### src/rtl/sad_search_ctrl.sv
// Motion-search scheduler: issues one SAD job per candidate, tracks the minimum SAD/index, aborts on watchdog.
// Optional build macro SAD_SEARCH_EARLY_EXIT_EN stops the search as soon as a zero SAD is seen.
module sad_search_ctrl #(
    parameter int NUM_CAND = 16,
    parameter int SAD_W    = 16,
    parameter int TIMEOUT  = 1024,
    parameter int IDX_W    = $clog2(NUM_CAND)
) (
    input  logic             clk,
    input  logic             rst,
    input  logic             start,
    output logic             sad_go,
    output logic [IDX_W-1:0] sad_cand,
    input  logic             sad_done,
    input  logic [SAD_W-1:0] sad_val,
    output logic             busy,
    output logic             done,
    output logic             err,
    output logic [IDX_W-1:0] best_idx,
    output logic [SAD_W-1:0] best_sad
);

    localparam int WD_W = $clog2(TIMEOUT + 1);

    localparam logic [2:0] S_IDLE  = 3'd0;
    localparam logic [2:0] S_ISSUE = 3'd1;
    localparam logic [2:0] S_WAIT  = 3'd2;
    localparam logic [2:0] S_CMP   = 3'd3;
    localparam logic [2:0] S_FIN   = 3'd4;

    localparam logic [IDX_W-1:0] LAST_CAND  = IDX_W'(NUM_CAND - 1);
    localparam logic [WD_W-1:0]  WD_EXPIRED = WD_W'(TIMEOUT);

`ifdef SAD_SEARCH_EARLY_EXIT_EN
    localparam logic EARLY_EXIT = 1'b1;
`else
    localparam logic EARLY_EXIT = 1'b0;
`endif

    logic [2:0]       state_q,    state_d;
    logic [IDX_W-1:0] cand_q,     cand_d;
    logic [WD_W-1:0]  wdog_q,     wdog_d;
    logic [SAD_W-1:0] cur_sad_q,  cur_sad_d;
    logic [IDX_W-1:0] best_idx_q, best_idx_d;
    logic [SAD_W-1:0] best_sad_q, best_sad_d;
    logic             err_q,      err_d;
    logic             sad_go_q,   sad_go_d;
    logic             done_q,     done_d;
    logic             busy_q,     busy_d;

    // Strict comparison so that ties keep the earlier (lower) candidate index.
    function automatic logic is_better(input logic [SAD_W-1:0] cand_sad,
                                       input logic [SAD_W-1:0] ref_sad);
        return (cand_sad < ref_sad);
    endfunction

    // Next-state, datapath and output-decode logic for the search sequencer.
    always_comb begin
        state_d    = state_q;
        cand_d     = cand_q;
        wdog_d     = wdog_q;
        cur_sad_d  = cur_sad_q;
        best_idx_d = best_idx_q;
        best_sad_d = best_sad_q;
        err_d      = err_q;

        case (state_q)
            S_IDLE: begin
                if (start) begin
                    state_d    = S_ISSUE;
                    cand_d     = '0;
                    best_sad_d = '1;
                    best_idx_d = '0;
                    err_d      = 1'b0;
                end else begin
                    state_d = S_IDLE;
                end
            end
            S_ISSUE: begin
                wdog_d  = '0;
                state_d = S_WAIT;
            end
            S_WAIT: begin
                // A result arriving on the expiry cycle still wins over the abort.
                if (sad_done) begin
                    cur_sad_d = sad_val;
                    state_d   = S_CMP;
                end else begin
                    wdog_d = wdog_q + WD_W'(1);
                    if ((wdog_q + WD_W'(1)) == WD_EXPIRED) begin
                        err_d   = 1'b1;
                        state_d = S_FIN;
                    end else begin
                        state_d = S_WAIT;
                    end
                end
            end
            S_CMP: begin
                if (is_better(cur_sad_q, best_sad_q)) begin
                    best_sad_d = cur_sad_q;
                    best_idx_d = cand_q;
                end else begin
                    best_sad_d = best_sad_q;
                end
                if ((cand_q == LAST_CAND) || (EARLY_EXIT && (cur_sad_q == '0))) begin
                    state_d = S_FIN;
                end else begin
                    cand_d  = cand_q + IDX_W'(1);
                    state_d = S_ISSUE;
                end
            end
            S_FIN: begin
                state_d = S_IDLE;
            end
            default: begin
                state_d = S_IDLE;
            end
        endcase

        // Outputs are decoded from the next state so they can be driven straight from flops.
        sad_go_d = (state_d == S_ISSUE);
        done_d   = (state_d == S_FIN);
        busy_d   = (state_d != S_IDLE);
    end

    // State and output registers with synchronous reset.
    always_ff @(posedge clk) begin
        if (rst) begin
            state_q    <= S_IDLE;
            cand_q     <= '0;
            wdog_q     <= '0;
            cur_sad_q  <= '0;
            best_idx_q <= '0;
            best_sad_q <= '0;
            err_q      <= 1'b0;
            sad_go_q   <= 1'b0;
            done_q     <= 1'b0;
            busy_q     <= 1'b0;
        end else begin
            state_q    <= state_d;
            cand_q     <= cand_d;
            wdog_q     <= wdog_d;
            cur_sad_q  <= cur_sad_d;
            best_idx_q <= best_idx_d;
            best_sad_q <= best_sad_d;
            err_q      <= err_d;
            sad_go_q   <= sad_go_d;
            done_q     <= done_d;
            busy_q     <= busy_d;
        end
    end

    assign sad_go   = sad_go_q;
    assign sad_cand = cand_q;
    assign busy     = busy_q;
    assign done     = done_q;
    assign err      = err_q;
    assign best_idx = best_idx_q;
    assign best_sad = best_sad_q;

endmodule
### config.mk
export PLATFORM = sky130hd
export DESIGN_NAME = sad_search_ctrl
export DESIGN_NICKNAME = d
export VERILOG_FILES = /design/src/rtl/sad_search_ctrl.sv
export SDC_FILE = /design/constraint.sdc
export NUM_CORES = 1
export LEC_CHECK = 0
export ABC_CLOCK_PERIOD_IN_PS = 2900
export CAP_MARGIN = 20
export CORE_MARGIN = 2
export CORE_UTILIZATION = 30
export DETAILED_ROUTE_END_ITERATION = 6
export GPL_TIMING_DRIVEN = 0
export HOLD_SLACK_MARGIN = 0.02
export MAX_ROUTING_LAYER = met4
export RECOVER_POWER = 100
export SYNTH_ARGS = -nofsm -noshare
export SYNTH_HDL_FRONTEND = slang
export SYNTH_SLANG_ARGS = --single-unit
### constraint.sdc
create_clock -name clk -period 2.9 [get_ports clk]
set_clock_uncertainty 0.15 [all_clocks]
set_input_delay 0.58 -clock clk [delete_from_list [all_inputs] [get_ports clk]]
set_output_delay 0.58 -clock clk [all_outputs]
set_load 0.01 [all_outputs]
# After elaboration in Yosys (flattened, before gate mapping)

Cells that the tools add are included.
Widths: inputs -> output; s select.

$add $sub $neg: 2
Multiply operators: 0
Div/mod/pow operators: 0
Magnitude comparators: 1
Eq/ne operators: 12
Shift operators: 0
Mux-type cells: 19
Bitwise gates (word level): 0
Reduce and logical (&&, ||, !) cells: 10

Operators with widths:

| operator              | count |
|---|---|
| $mux 16               | 2 |
| $pmux 16 s2           | 1 |
| $pmux 11 s2           | 1 |
| $lt 16x16->1          | 1 |
| $pmux 4 s2            | 2 |
| $mux 4                | 3 |
| $pmux 3 s4            | 1 |
| $add 11x1->11 const B | 1 |
| $eq 11x11->1 const B  | 1 |
| $mux 11               | 1 |
| $ne 2x2->1 const B    | 5 |
| $mux 3                | 3 |
| $eq 3x1->1 const B    | 2 |
| $eq 3x2->1 const B    | 2 |
| $reduce_and 3->1      | 2 |
| $reduce_bool 2->1     | 3 |
| $add 4x1->4 const B   | 1 |
| $eq 4x4->1 const B    | 1 |
| $mux 1                | 4 |
| $reduce_and 2->1      | 2 |
| $reduce_and 4->1      | 1 |
| $eq 3x3->1 const B    | 1 |
| $logic_not 3->1       | 1 |
| $reduce_bool 3->1     | 1 |
| $pmux 1 s2            | 1 |

Flip-flop bits (word level): 58
Bits in latches: 0
Memory bits (writable): 0
ROM bits: 0
Output and inout bits: 28
Memories: 0

# Longest topological paths before layout

Gate-level depths: netlist (run 1).

Depth in word-level cells: 6
Mapped depth: 8
Gate-level depth less buffers: 7

# Worst setup path before layout (run 1)

Ideal clock, no wire load.

Path type: register to register
Start point: reg best_sad_q[2] (netlist: best_sad[2])
End point: reg best_sad_q[10] (netlist: best_sad[10])
Setup time: 0.119 ns
Arrival time: 1.906 ns
Data required time: 2.631 ns
Setup slack: 0.725 ns
Cell stages (with the launch flop): 9
Buffers on the path: 1
Period minus slack after synthesis: 2.175 ns
Path through: dfxtp_1 inv_1 ha_1 a21o_1 a21oi_1 a2111o_1 a31o_2 buf_6 o221a_1

Word-level cells in the longest chain between the ends: 3

RTL lines:

| item                              | line | text |
|---|---|---|
| start, declared                   | 45   | `logic [SAD_W-1:0] best_sad_q, best_sad_d;` |
| start signal, assigned            | 145  | `best_sad_q <= best_sad_d;` |
| $lt 16x16->1                      | 54   | `return (cand_sad < ref_sad);` |
| $ne 2x2->1 (no source line)       | n/a  |  |
| $reduce_and 3->1 (no source line) | n/a  |  |

No other way between the ends.
A chain may end at the register's enable or synchronous reset.

# Worst setup path after layout (run 1)

Start point: in start
End point: reg cand_q[1] (netlist: sad_cand[1])

Word-level cells in the longest chain between the ends: 2

RTL lines:

| item                              | line | text |
|---|---|---|
| start, declared                   | 11   | `input logic start,` |
| $ne 2x2->1 (no source line)       | n/a  |  |
| $reduce_and 3->1 (no source line) | n/a  |  |
| end signal, assigned              | 141  | `cand_q <= cand_d;` |
| end, declared                     | 41   | `logic [IDX_W-1:0] cand_q, cand_d;` |

No other way between the ends.

==> results of run 1 <==
stage by stage:
stage | util (%) | hold slack, ns | cell area (um^2)
2_1_floorplan | - | 0.300 | 2850
4_1_cts | 39.3 | 0.315 | 3630
5_1_grt | 39.1 | 0.342 | 3620
3_5_place_dp | 37.6 | 0.305 | 3470
3_3_place_gp | 37.6 | 0.302 | 3470
6_report | 39.1 | 0.305 | 3620
final cells by class:
cell class,instances,area share (%)
Buffer,16,1.97
Clock buffer,10,3.81
Clock inverter,4,0.554
Inverter,22,2.28
Multi-Input combinational cell,241,42.1
Sequential cell,58,32.1
Tap cell,129,4.46
Timing Repair Buffer,46,12.7
worst max-delay path: stages:
cell and delay (ns):
dlygate4sd3_1 0.55, nor4b_1 0.73, nor2_1 0.24, or3b_1 0.42, a21oi_1 0.13
worst min path at each step:
stage,from,endpoint,slack (ns),cells past startpoint
floorplan,cur_sad_q[0]$_SDFFE_PP0P_,cur_sad_q[0]$_SDFFE_PP0P_,0.30,2
global placement,err$_SDFFE_PP0P_,err$_SDFFE_PP0P_,0.30,2
detailed placement,err$_SDFFE_PP0P_,err$_SDFFE_PP0P_,0.30,2
CTS,err$_SDFFE_PP0P_,err$_SDFFE_PP0P_,0.32,2
global route,err$_SDFFE_PP0P_,err$_SDFFE_PP0P_,0.34,2
finish,err$_SDFFE_PP0P_,err$_SDFFE_PP0P_,0.31,2
sequential cells by signal, indices dropped and copies added (netlist names):
signal / cells
best_idx: 4
done: 1
busy: 1
wdog_q: 11
err: 1
best_sad: 16
cur_sad_q: 16
sad_go: 1
state_q: 3
sad_cand: 4
power by group:
part / switching, mW / internal (mW)
registers: 0.0338 / 0.840
clock network: 0.311 / 0.317
logic: 0.155 / 0.143
per-layer routing:
| metal | routed length [um] | GRT usage [%] | share of wire, % |
|---|---|---|---|
| met4 | 114 | 6.03 | 1.6 |
| met3 | 229 | 2.97 | 3.2 |
| met1 | 3420 | 18.6 | 48 |
| met5 | 0 | - | 0 |
| met2 | 3320 | 23.5 | 47 |
cells in the mapped netlist, types with 2 or more instances:
library cell / count / area, um^2
nor3b_1: 2 / 15.0
a2111o_1: 2 / 22.5
dfxtp_1: 58 / 1160
o21ai_0: 3 / 15.0
or3_1: 3 / 18.8
o21ai_1: 9 / 45.0
nand2_1: 55 / 206
mux2i_1: 4 / 40.0
nand4_1: 8 / 50.1
xor2_1: 3 / 26.3
nor2b_1: 2 / 12.5
a21oi_1: 36 / 180
nor3_1: 4 / 20.0
nand3_1: 10 / 50.1
or3b_1: 2 / 17.5
nand3b_1: 3 / 22.5
and3_1: 2 / 12.5
o221a_1: 16 / 180
or2_2: 2 / 12.5
inv_1: 21 / 78.8
xnor2_1: 4 / 35.0
clkbuf_1: 9 / 33.8
ha_1: 18 / 225
nor2_1: 26 / 97.6
nand2b_1: 2 / 12.5
a211oi_1: 3 / 22.5
a21o_1: 4 / 30.0
buf_2: 6 / 30.0
kinds of logic (layout without fill, tap and decap cells):
logic type	after synthesis	after routing	share of synthesized area, %
buffers and inverters	38	98	5.53
DFF	58	58	40.7
adders and majority gates	18	18	7.90
xor gates and xnor gates	7	7	2.15
and+or+nand+nor	130	130	22.1
AOI/OAI and AO/OA	82	82	20.2
muxes	4	4	1.40
==> out/qor.csv, run 1 <==
stage,metric,value,unit
drt,Starting DRT DRC Count,186,
finish,"commonest non-fill, non-tap cell in the layout",dfxtp_1,
synth,synthesized area per cell,8.46,um^2
synth,"EDFF count, synth",0,
finish,multi-input combinational cell area,0.00152,mm^2
placed_design,GPL Wtd Cong,0.853,
outcome,run status,finished clean,
synth,Cell variety after synth,48,
critical_path,Worst setup startpoint,start,
timing,Worst slew margin,39.8,%
clock_network,CTS tree,built,
timing,"Hold Vio Cnt, Final",0,
timing,Worst Tran Pin Value,0.891,ns
grt,GRT overflow,0,
critical_path,FF-to-FF End,state_q[1]$_SDFF_PP0_,
timing,Max Clk Rate,393,MHz
timing,TNS Setup,0,ns
placed_design,Port Buf Inserts,46,
drt,drt first pass iters,4,
finish,FF/Latch Area,0.00116,mm^2
finish,fin cells,526,
timing,setup slack after layout,0.353,ns
clock_network,Max clock buf depth,2,
drt,DR DRC count,0,
critical_path,WP data required,3.02,ns
critical_path,reg2reg setup slack,0.56,ns
clock_network,clock latency on the worst-skew pair,0.33,ns
clock_network,Post-CTS Hold Buffers,0,
finish,P&R area growth vs syn,26.8,%
timing,Final Slew Violations,0,
drt,Final ANT Viol Nets,0,
clock_network,clock root buffer,clkbuf_8,
floorplan,total core area,0.00924,mm^2
critical_path,Worst Path Max Fanout,4,
clock_network,PostCTS Resize Cnt,0,
critical_path,endpoint type of the worst setup path,flop,
floorplan,starting density of the core,30.9,%
run,Max-cap violations,0,
pwr,VDD IR-drop max,0.279,mV
critical_path,worst r2r src,wdog_q[1]$_SDFFE_PP0P_,
synth,Synth Register Bits,58,
critical_path,Worst Setup EP,sad_cand[1]$_SDFFE_PP0P_,
floorplan,Row Count,35,
clock_network,H-tree depth,3,
synth,dominant synthesized flop cell,dfxtp_1,
finish,ANT cells,0,
pwr,leakage power,1.40,nW
synth,Synth async-reset ratio,0,%
clock_network,clock tree sinks,58,
placed_design,Setup WS pre-CTS,0.457,ns
hold_path,Hold Path Class,flop to flop,
floorplan,die width,101,um
finish,layout cell share with drive strength beyond 1,5.79,%
pwr,Pwr Density,498,mW/mm^2
grt,antenna violations before repair,0,
placed_design,placed cell count,512,
timing,post-route minimum period,2.55,ns
synth,synthesized net count,375,
synth,Yosys warning count,0,
pwr,Pwr Total,1.80,mW
drt,vias,2608,
synth,"Seq/Total Area, Yosys",40.7,%
drt,routed vias/inst,4.96,
clock_network,CTS buffer count,9,
clock_network,"Reg clk slew, reported paths",0.07,ns
critical_path,CP Class,input pin to flop,
grt,pin count of the biggest net entering global routing,11,
finish,fill cell count,946,
critical_path,element type at the critical path start,input pin,
grt,vias in the first global route,2470,
drt,routed wire length per instance,13.5,um
finish,# nets final,432,
grt,gr usage total,14.9,%
critical_path,CP Data Arrival Time,2.67,ns
grt,first-pass GRT wire length,11500,um
synth,Mapped Cells,337,
timing,RSZ-0062 raised after global routing,false,
critical_path,Worst Reg-to-Reg Cells,6,
floorplan,Die Height,101,um
finish,"commonest non-fill, non-tap cells in the layout","58 x dfxtp_1, 55 x nand2_1, 36 x a21oi_1, 30 x dlygate4sd3_1, 26 x nor2_1",
clock_network,postcts setup bufs,0,
drt,routed wire length,7080,um
floorplan,die footprint,0.0103,mm^2
synth,Post-Syn Area,0.00285,mm^2
timing,final setup fails,0,
floorplan,IO Count,48,
timing,final worst path period share,87.8,%
placed_design,HPWL Detailed,5260,um
(Power assumes the default switching activity.)
==> inputs of run 2 (changes only) <==
--- a/config.mk
+++ b/config.mk
@@ -8,7 +8,7 @@
 export ABC_CLOCK_PERIOD_IN_PS = 2900
 export CAP_MARGIN = 20
 export CORE_MARGIN = 2
-export CORE_UTILIZATION = 30
+export CORE_UTILIZATION = 39
 export DETAILED_ROUTE_END_ITERATION = 6
 export GPL_TIMING_DRIVEN = 0
 export HOLD_SLACK_MARGIN = 0.02
==> out/qor.csv, run 2 (synthesized netlist as in run 1, its figures left out) <==
stage,metric,value,unit
outcome,run status,finished clean,
floorplan,die width,89.5,um
finish,multi-input combinational cell area,0.00152,mm^2
clock_network,clock latency on the worst-skew pair,0.34,ns
grt,antenna violations before repair,0,
clock_network,H-tree depth,3,
timing,RSZ-0062 raised after global routing,false,
grt,first-pass GRT wire length,11300,um
clock_network,"Reg clk slew, reported paths",0.06,ns
drt,DR DRC count,0,
critical_path,CP Class,input pin to flop,
critical_path,reg2reg setup slack,0.51,ns
floorplan,IO Count,48,
placed_design,Port Buf Inserts,46,
drt,drt first pass iters,5,
critical_path,Worst Path Max Fanout,4,
timing,final setup fails,0,
floorplan,die footprint,0.00801,mm^2
floorplan,total core area,0.00718,mm^2
pwr,VDD IR-drop max,0.324,mV
finish,"commonest non-fill, non-tap cell in the layout",dfxtp_1,
grt,pin count of the biggest net entering global routing,11,
finish,fin cells,498,
placed_design,HPWL Detailed,4880,um
critical_path,CP Data Arrival Time,2.51,ns
clock_network,postcts setup bufs,0,
finish,fill cell count,709,
placed_design,Post-DP Area,0.00344,mm^2
floorplan,Die Height,89.5,um
clock_network,PostCTS Resize Cnt,0,
grt,gr usage total,19.1,%
floorplan,Row Count,31,
pwr,leakage power,1.41,nW
drt,Final ANT Viol Nets,0,
timing,Final Slew Violations,0,
clock_network,clock tree sinks,58,
pwr,Pwr Density,516,mW/mm^2
timing,post-route minimum period,2.39,ns
drt,Starting DRT DRC Count,87,
critical_path,WP data required,3.02,ns
finish,Layout Utilization,50.1,%
clock_network,Max clock buf depth,2,
timing,"Hold Vio Cnt, Final",0,
drt,routed vias/inst,5.17,
run,Max-cap violations,0,
timing,Worst Tran Pin Value,0.728,ns
placed_design,placed cell count,482,
critical_path,endpoint type of the worst setup path,flop,
timing,TNS Setup,0,ns
placed_design,GPL Wtd Cong,0.811,
critical_path,Buf/Inv on CP,1,
finish,# nets final,432,
clock_network,CTS tree,built,
drt,routed wire length,6830,um
finish,"Design Area, Final",0.00360,mm^2
critical_path,element type at the critical path start,input pin,
floorplan,starting density of the core,39.7,%
critical_path,worst-path cell chain,dlygate4sd3_1 -> nor4b_1 -> nor2_1 -> or3b_1 -> a21oi_1,
timing,Worst slew margin,50.8,%
hold_path,Hold Path Class,flop to flop,
clock_network,CTS buffer count,9,
clock_network,clock root buffer,clkbuf_8,
clock_network,Post-CTS Hold Buffers,0,
drt,vias,2577,
grt,GRT overflow,0,
timing,final worst path period share,82.5,%
timing,Max Clk Rate,418,MHz
drt,routed wire length per instance,13.7,um
finish,layout cell share with drive strength beyond 1,5.76,%
grt,vias in the first global route,2433,
finish,FF/Latch Area,0.00116,mm^2
critical_path,crit-path max cell delay,0.61,ns
finish,P&R area growth vs syn,26.2,%
finish,"commonest non-fill, non-tap cells in the layout","58 x dfxtp_1, 55 x nand2_1, 36 x a21oi_1, 30 x dlygate4sd3_1, 26 x nor2_1",
critical_path,CP max stage cell,nor4b_1,
critical_path,crit-path leading delay family,simple AND/OR/NAND/NOR gates,
finish,ANT cells,0,
[run 2: cell count changes in the layout (fill, tap and decap cells not counted), sizes merged]
| cell | before | now |
|---|---|---|
| clkbuf | 22 | 26 |
| clkinv | 5 | 3 |
[run 2: final cells by class]
type,count,area share [%]
multi-input cells,241,42.1
flip-flops and latches,58,32.3
repair buffers,46,12.8
clock buffers,14,4.80
well taps,99,3.44
inverters,22,2.29
plain buffers,16,1.98
clock inverters,2,0.278
[run 2: final timing paths]
check,from,to,cells after the start
worst max-delay path,start,sad_cand[1]$_SDFFE_PP0P_,5
worst min-delay path,err$_SDFFE_PP0P_,err$_SDFFE_PP0P_,2
worst max register to register,best_sad[2]$_SDFFE_PP0P_,best_sad[13]$_SDFFE_PP0P_,8
worst min register to register,err$_SDFFE_PP0P_,err$_SDFFE_PP0P_,2
[run 2: report_power, final]
part	internal, mW	switching (mW)
Combinational	0.142	0.153
Clock	0.378	0.311
Sequential	0.840	0.0330
Total	1.36	0.498
[run 2: metrics by stage]
stage	power (mW)	setup slack, ns	hold slack, ns
3_5_place_dp	1.20	0.457	0.297
4_1_cts	1.89	0.600	0.311
3_3_place_gp	1.20	0.479	0.291
6_report	1.86	0.507	0.301
2_1_floorplan	1.06	0.725	0.300
5_1_grt	1.96	0.318	0.338
[run 2: tightest hold or removal path, delay by kind of cell, from the launching register on]
kind,cells,cell delay [ns]
and+or+nand+nor,1,0.05
AOI/OAI and AO/OA,1,0.05
DFF,1,0.32
[run 2: per-layer routing]
metal / routed length, um / part of all wire (%) / track usage, %
met3: 331 / 4.8 / 6.00
met2: 3090 / 45 / 28.9
met4: 97 / 1.4 / 5.70
met5: 0 / 0 / -
met1: 3310 / 48 / 24.5
==> inputs of run 3 (changes only) <==
--- a/config.mk
+++ b/config.mk
@@ -5,7 +5,7 @@
 export SDC_FILE = /design/constraint.sdc
 export NUM_CORES = 1
 export LEC_CHECK = 0
-export ABC_CLOCK_PERIOD_IN_PS = 2900
+export ABC_CLOCK_PERIOD_IN_PS = 2500
 export CAP_MARGIN = 20
 export CORE_MARGIN = 2
 export CORE_UTILIZATION = 39
==> constraint.sdc (replaced) <==
create_clock -name clk -period 2.5 [get_ports clk]
set_clock_uncertainty 0.15 [all_clocks]
set_input_delay 0.5 -clock clk [delete_from_list [all_inputs] [get_ports clk]]
set_output_delay 0.5 -clock clk [all_outputs]
set_load 0.01 [all_outputs]
==> out/qor.csv, run 3 (synthesized netlist as in run 1, its figures left out) <==
stage,metric,value,unit
placed_design,GPL Wtd Cong,0.811,
critical_path,CP Class,input pin to flop,
timing,TNS Setup,0,ns
clock_network,clock tree sinks,58,
clock_network,clock latency on the worst-skew pair,0.34,ns
clock_network,CTS buffer count,9,
critical_path,WP data required,2.62,ns
pwr,Int Power,1.58,mW
outcome,run status,finished clean,
finish,"Design Area, Final",0.00361,mm^2
pwr,sequential share of power,46.9,%
finish,"commonest non-fill, non-tap cell in the layout",dfxtp_1,
floorplan,IO Count,48,
finish,"commonest non-fill, non-tap cells in the layout","58 x dfxtp_1, 55 x nand2_1, 36 x a21oi_1, 30 x dlygate4sd3_1, 26 x nor2_1",
timing,final setup fails,0,
clock_network,Post-CTS Hold Buffers,0,
pwr,clock share of power,37.1,%
floorplan,die width,89.5,um
clock_network,CTS tree,built,
critical_path,CP Data Arrival Time,2.43,ns
floorplan,total core area,0.00718,mm^2
clock_network,H-tree depth,3,
timing,final worst path period share,92.4,%
drt,WL met2,3070,um
floorplan,die footprint,0.00801,mm^2
timing,"Hold Vio Cnt, Final",0,
pwr,Sw Pwr,579,uW
drt,vias,2567,
drt,drt first pass iters,5,
pwr,Comb pwr share,15.9,%
floorplan,starting density of the core,39.7,%
drt,Top Layer Used,met4,
timing,RSZ-0062 raised after global routing,false,
placed_design,Port Buf Inserts,46,
drt,Final ANT Viol Nets,0,
finish,fin cells,498,
timing,Final Slew Violations,0,
floorplan,Row Count,31,
hold_path,Hold Path Class,flop to flop,
placed_design,Setup WS pre-CTS,0.137,ns
drt,Starting DRT DRC Count,94,
finish,ANT cells,0,
run,Max-cap violations,0,
floorplan,Die Height,89.5,um
critical_path,element type at the critical path start,input pin,
drt,wl on met1,3360,um
critical_path,endpoint type of the worst setup path,flop,
placed_design,Post-DP Area,0.00344,mm^2
timing,post-route minimum period,2.31,ns
timing,Max Clk Rate,433,MHz
placed_design,placed cell count,482,
clock_network,"Reg clk slew, reported paths",0.06,ns
grt,gr usage total,19.1,%
critical_path,Worst Path Max Fanout,4,
placed_design,HPWL Detailed,4880,um
drt,routed wire length,6820,um
grt,first-pass GRT wire length,11300,um
clock_network,postcts setup bufs,0,
timing,setup slack after layout,0.190,ns
pwr,VDD IR-drop max,0.380,mV
finish,# nets final,432,
grt,pin count of the biggest net entering global routing,11,
grt,vias in the first global route,2433,
drt,routed vias/inst,5.15,
grt,antenna violations before repair,0,
finish,P&R area growth vs syn,26.5,%
clock_network,PostCTS Resize Cnt,0,
drt,met3 wire len,285,um
drt,DR DRC count,0,
pwr,leakage power,1.41,nW
drt,routed wire length per instance,13.7,um
clock_network,clock root buffer,clkbuf_8,
pwr,Pwr Density,598,mW/mm^2
pwr,Pwr Total,2.16,mW
clock_network,Max clock buf depth,2,
timing,Worst Tran Pin Value,0.725,ns
pwr,sw frac,26.8,%
grt,GRT overflow,0,
timing,Worst slew margin,51.0,%
finish,layout cell share with drive strength beyond 1,6.52,%
run 3: cell counts in the layout (fill, tap and decap cells not counted):
No cell type changed its count.
run 3: cell type report:
| type | count | area [um^2] |
|---|---|---|
| plain buffers | 16 | 73.8 |
| clock buffers | 14 | 173 |
| clock inverters | 2 | 10.0 |
| fillers | 707 | 3570 |
| inverters | 22 | 82.6 |
| multi-input cells | 241 | 1520 |
| flip-flops and latches | 58 | 1160 |
| well taps | 99 | 124 |
| repair buffers | 46 | 460 |
run 3: critical path, cell delays in order:
cell and delay (ns):
dlygate4sd3_1 0.56, nor4b_1 0.61, nor2_1 0.21, or3b_1 0.41, a21oi_1 0.13
run 3: path summary, 6_finish.rpt:
check | start | end | slack, ns | cells after the start
worst max-delay path | start | sad_cand[1]$_SDFFE_PP0P_ | 0.19 | 5
worst min-delay path | err$_SDFFE_PP0P_ | err$_SDFFE_PP0P_ | 0.30 | 2
worst max register to register | best_sad[2]$_SDFFE_PP0P_ | best_sad[12]$_SDFFE_PP0P_ | 0.20 | 8
worst min register to register | err$_SDFFE_PP0P_ | err$_SDFFE_PP0P_ | 0.30 | 2
run 3: power by group through the flow:
stage	logic [mW]	clock network [mW]	registers [mW]
floorplan	0.190	0	1.04
finish	0.343	0.801	1.01
detailed placement	0.361	0	1.03
CTS	0.364	0.817	1.01
global placement	0.359	0	1.03
global route	0.387	0.868	1.02
run 3: routing by layer:
metal  global-route usage (%)  vias up
met3                     6.00       13
met5                        -        -
met4                     5.70        0
li1                         -     1309
met2                     28.9       49
met1                     24.5     1196
run 3: per-stage QoR:
step,hold slack [ns],utilization [%]
floorplan,0.300,-
global placement,0.291,47.9
detailed placement,0.297,47.9
CTS,0.311,50.4
global route,0.338,50.3
finish,0.302,50.3
